$ cat config.mk
export PLATFORM = sky130hd
export DESIGN_NAME = mem_wb_skid_stage
export DESIGN_NICKNAME = d
export VERILOG_FILES = /design/src/rtl/mem_wb_skid_stage.sv
export SDC_FILE = /design/constraint.sdc
export NUM_CORES = 1
export LEC_CHECK = 0
export ABC_AREA = 1
export CAP_MARGIN = 30
export CORE_MARGIN = 3
export CORE_UTILIZATION = 35
export CTS_CLUSTER_DIAMETER = 120
export DETAILED_ROUTE_END_ITERATION = 16
export PLACE_DENSITY = 0.7
export REMOVE_ABC_BUFFERS = 1
export SKIP_CTS_REPAIR_TIMING = 1
export SYNTH_ARGS = -nofsm -noshare
export SYNTH_HDL_FRONTEND = slang
export SYNTH_SLANG_ARGS = --single-unit
export TNS_END_PERCENT = 20
$ cat constraint.sdc
create_clock -name clk -period 4.7 [get_ports clk]
set_clock_uncertainty 0.1 [all_clocks]
set_input_delay 0.94 -clock clk [delete_from_list [all_inputs] [get_ports clk]]
set_output_delay 0.94 -clock clk [all_outputs]
set_load 0.1 [all_outputs]
$ cat src/rtl/mem_wb_skid_stage.sv
// MEM/WB pipeline stage with a valid/ready handshake and a 2-entry skid buffer.
// The main register drives the outputs. The skid register catches one entry
// that arrives while the output is back-pressured. in_ready is decoded from
// the registered state only, so it has no combinational path from out_ready.
// Also provides a synchronous flush, a qualified register-file write strobe
// and a saturating count of back-pressured cycles.
module mem_wb_skid_stage #(
  parameter int CTRL_W    = 3,
  parameter int REGWR_BIT = 0,
  parameter int RD_W      = 5,
  parameter int DATA_W    = 32,
  parameter int NUM_DATA  = 3,
  parameter int CNT_W     = 16
) (
  input  logic                       clk,
  input  logic                       rst,
  input  logic                       flush,
  input  logic                       in_valid,
  output logic                       in_ready,
  input  logic [CTRL_W-1:0]          in_ctrl,
  input  logic [RD_W-1:0]            in_rd,
  input  logic [NUM_DATA*DATA_W-1:0] in_data,
  output logic                       out_valid,
  input  logic                       out_ready,
  output logic [CTRL_W-1:0]          out_ctrl,
  output logic [RD_W-1:0]            out_rd,
  output logic [NUM_DATA*DATA_W-1:0] out_data,
  output logic                       out_regwr,
  output logic [1:0]                 occupancy,
  output logic [CNT_W-1:0]           stall_cnt
);

  localparam int DW    = NUM_DATA * DATA_W;
  localparam int PAY_W = CTRL_W + RD_W + DW;

  typedef enum logic [1:0] {
    EMPTY = 2'd0,
    ONE   = 2'd1,
    FULL  = 2'd2
  } state_e;

  state_e             state_q, state_d;
  logic [PAY_W-1:0]   main_q, main_d;
  logic [PAY_W-1:0]   skid_q, skid_d;
  logic [CNT_W-1:0]   stall_q, stall_d;
  logic [PAY_W-1:0]   in_pay;
  logic               accept;
  logic               release_w;

  // Payload layout: {ctrl, rd, data words}
  assign in_pay    = {in_ctrl, in_rd, in_data};

  assign in_ready  = (state_q != FULL);
  assign out_valid = (state_q != EMPTY);
  assign occupancy = (state_q == FULL) ? 2'd2 : ((state_q == ONE) ? 2'd1 : 2'd0);

  assign out_ctrl  = main_q[PAY_W-1 -: CTRL_W];
  assign out_rd    = main_q[DW +: RD_W];
  assign out_data  = main_q[DW-1:0];
  assign stall_cnt = stall_q;

  // Bubbles and writes to r0 never reach the register file
  assign out_regwr = out_valid & out_ctrl[REGWR_BIT] & (out_rd != '0);

  assign accept    = in_valid & in_ready;
  assign release_w = out_valid & out_ready;

  // Next-state and payload steering; flush overrides every transition
  always_comb begin
    state_d = state_q;
    main_d  = main_q;
    skid_d  = skid_q;
    if (flush) begin
      state_d = EMPTY;
      main_d  = '0;
      skid_d  = '0;
    end else begin
      case (state_q)
        EMPTY: begin
          if (accept) begin
            main_d  = in_pay;
            state_d = ONE;
          end
        end
        ONE: begin
          if (accept && release_w) begin
            main_d = in_pay;
          end else if (release_w) begin
            state_d = EMPTY;
          end else if (accept) begin
            skid_d  = in_pay;
            state_d = FULL;
          end
        end
        FULL: begin
          if (release_w) begin
            main_d  = skid_q;
            state_d = ONE;
          end
        end
        default: begin
          state_d = EMPTY;
        end
      endcase
    end
  end

  // Back-pressure counter saturates rather than wrapping; flush leaves it alone
  always_comb begin
    stall_d = stall_q;
    if (out_valid && !out_ready && (stall_q != {CNT_W{1'b1}})) begin
      stall_d = stall_q + CNT_W'(1);
    end
  end

  // State and storage registers, cleared immediately when reset is asserted
  always_ff @(posedge clk or negedge rst) begin
    if (!rst) begin
      state_q <= EMPTY;
      main_q  <= '0;
      skid_q  <= '0;
      stall_q <= '0;
    end else begin
      state_q <= state_d;
      main_q  <= main_d;
      skid_q  <= skid_d;
      stall_q <= stall_d;
    end
  end

endmodule

==> results.sh <==
export IMPL_outcome="complete, no violations"
export IMPL_seq_power_share=0.357
export IMPL_dp_cells=1904
export IMPL_startpoint_type="flop"
export IMPL_final_cell_area_um2=14130
export IMPL_worst_path_buf_inv=3
export IMPL_drt_iter0_drc=704
export IMPL_worstSkewPairLatency_ps=510
export IMPL_tns_ps=0
export IMPL_postLayoutCoreUtil=0.4743
export IMPL_slew_viol_final=0
export IMPL_cp_arrival_ps=2430
export IMPL_ctsLongestPathBuffers=3
export IMPL_drt_pass1_iterations=5
export IMPL_syn_inst=1352
export IMPL_tightest_slew_ps=1031
export IMPL_synth_edf_count=0
export IMPL_final_cells=1948
export IMPL_final_cell_mix="358 x nand2_1, 229 x clkdlybuf4s50_1, 226 x dfrtp_1"
export IMPL_portBuffers=233
export IMPL_synth_area_leader_cell="dfrtp_1"
export IMPL_wl_per_cell_um=14.88
export IMPL_cp_top_family="buffers and inverters"
export IMPL_dp_hpwl_um=17950
export IMPL_vdd_drop_max_v=0.0002965
export IMPL_finalHoldViolCount=0
export IMPL_cts_buffers_inserted=25
export IMPL_clock_fmax_ghz=0.2882
export IMPL_fin_crit_sh=0.7382
export IMPL_grt_max_degree=111
export IMPL_dpl_cell_area_um2=13350
export IMPL_grt_pass1_vias=9209
export IMPL_detail_route_vias_per_cell=4.919
export IMPL_ys_ff_latch=226
export IMPL_vias=9583
export IMPL_yosysWarnings=0
export IMPL_fp_dieW_um=180.3
export IMPL_nets=1651
export IMPL_synthesis_area_um2=10630
export IMPL_crit_chain="nor2_1 -> inv_1 -> o211ai_1 -> inv_1 -> clkdlybuf4s50_1"
export IMPL_slowest_stage="clkdlybuf4s50_1"
export IMPL_fin_hold_ws_ps=412.5
export IMPL_synth_async_reset_ratio=1.000
export IMPL_ant_nets=0
export IMPL_synth_area_top_cells="dfrtp_1 53%, nand2_1 13%, o21ai_0 10%, a21oi_1 6.6%, inv_1 6.2%"
export IMPL_cp_end_kind="output port"
export IMPL_dieArea_um2=32500
export IMPL_start_util=0.3567
export IMPL_fin_crit_ps=3469
export IMPL_p_comb_frac=0.347
export IMPL_boundaryPins=234
export IMPL_drive_above_1_share=0.04753
export IMPL_switching_share=0.4098
export IMPL_antenna_found_initial=1
export IMPL_slowest_delay_ps=1120
export IMPL_cts_tree="done"
export IMPL_p_switching_mw=2.607
export IMPL_rows=63
export IMPL_track_usage=0.1734
export IMPL_power_leakage_nw=6.154
export IMPL_cts_sinks=226
export IMPL_grt_pass1_wl_um=47780
export IMPL_relSlewSlack=0.3107
export IMPL_gp_congestion=0.8100
export IMPL_ys_seq_area_frac=0.5321
export IMPL_worstPathMaxFanout=4
export IMPL_cap_violations=0
export IMPL_rsz0062_at_grt="false"
export IMPL_synth_top_area_frac=0.5321
export IMPL_cpMostUsedCell="inv_1"
export IMPL_setup_violations=0
export IMPL_crit_type="flop to output port"
export IMPL_drc_errors=0
export IMPL_final_common_cell="nand2_1"
export IMPL_synth_distinct_cells=25
export IMPL_wl_um=28980
export IMPL_overflow=0
export IMPL_power_density_nw_per_um2=450.1
export IMPL_clk_pin_slew_ps=60
export IMPL_die_y_um=180.3
export IMPL_hold_path_class="flop to flop"
export IMPL_cts_htree_levels=1
export IMPL_cts_root_buffer_cell="clkbuf_16"
export IMPL_crit_required_ps=3660
export IMPL_avgSynthCellArea_um2=7.862
export IMPL_synth_flop_cell="dfrtp_1"
export IMPL_coreArea_um2=29800
export IMPL_internal_power_mw=3.754
export IMPL_area_delta_synth_final_pct=32.96
export IMPL_p_clk_frac=0.296
-- worst paths after layout --
| path | from | endpoint | slack, ps | depth (start not counted) |
|---|---|---|---|---|
| worst max register to register | state_q[0] | main_q[86] | 2020 | 8 |
| worst min register to register | skid_q[40] | skid_q[40] | 410 | 2 |
| worst max-delay path | state_q[1] | out_regwr | 1230 | 5 |
| min in group asynchronous | rst | main_q[5] | 420 | 1 |
| max in group asynchronous | rst | main_q[93] | 3130 | 2 |
| worst min-delay path | skid_q[40] | skid_q[40] | 410 | 2 |
-- cell usage after synthesis, types with 7 or more instances --
master / count
nand4_1: 7
buf_2: 25
nand2_1: 358
dfrtp_1: 226
nor2_1: 23
a21oi_1: 141
clkbuf_1: 50
inv_1: 175
buf_4: 13
o21ai_0: 220
nand3_1: 92
-- flip-flops by register name (all words and copies together) (netlist names) --
register   cells
stall_cnt     16
skid_q       104
main_q       104
state_q        2
-- through the flow --
stage,setup WS [ps],power [mW]
finish,1231,6.361
global route,1115,6.623
CTS,1167,6.440
detailed placement,1449,4.525
global placement,1508,4.456
floorplan,-332.1,3.815
-- area by class of cell --
| cell class | instances | area (um^2) |
|---|---|---|
| timing repair buffer | 252 | 2643 |
| clock buffer | 32 | 691.9 |
| antenna | 1 | 2.502 |
| tap | 390 | 488.0 |
| sequential | 226 | 5655 |
| multi-input combinational | 857 | 3889 |
| fill | 2890 | 15660 |
| inverter | 179 | 678.2 |
| clock inverter | 11 | 85.08 |
-- power by group through the flow --
stage	combinational (mW)	clock, mW	sequential [mW]
floorplan	0.414	0	3.40
global placement	2.16	0	2.30
detailed placement	2.22	0	2.31
CTS	2.23	1.94	2.27
global route	2.32	2.00	2.30
finish	2.21	1.88	2.27
-- routing by layer --
metal  up-vias  wire, um  GRT usage
met3        44      1516    0.02261
met1      4572     13070     0.2370
met4         0       661    0.04636
li1       4687         -          -
met5         -         0          0
met2       280     13740     0.2923
-- worst register-to-register path, cell delays in order (launching register included) --
cell	delay (ps)
dfrtp_1	420
inv_2	110
nand2_2	80
inv_4	490
buf_4	820
nand2_1	210
a21oi_1	200
nand2_1	70
o21ai_0	90
-- cell families after synthesis --
group                      synth area share
DFF                                  0.5321
buffers and inverters                0.1025
xor gates and xnor gates           0.004945
AOI/OAI and AO/OA                    0.1738
and+or+nand+nor                      0.1855
adders and majority gates          0.001177
Note: power is estimated with default switching activity, not from simulation.
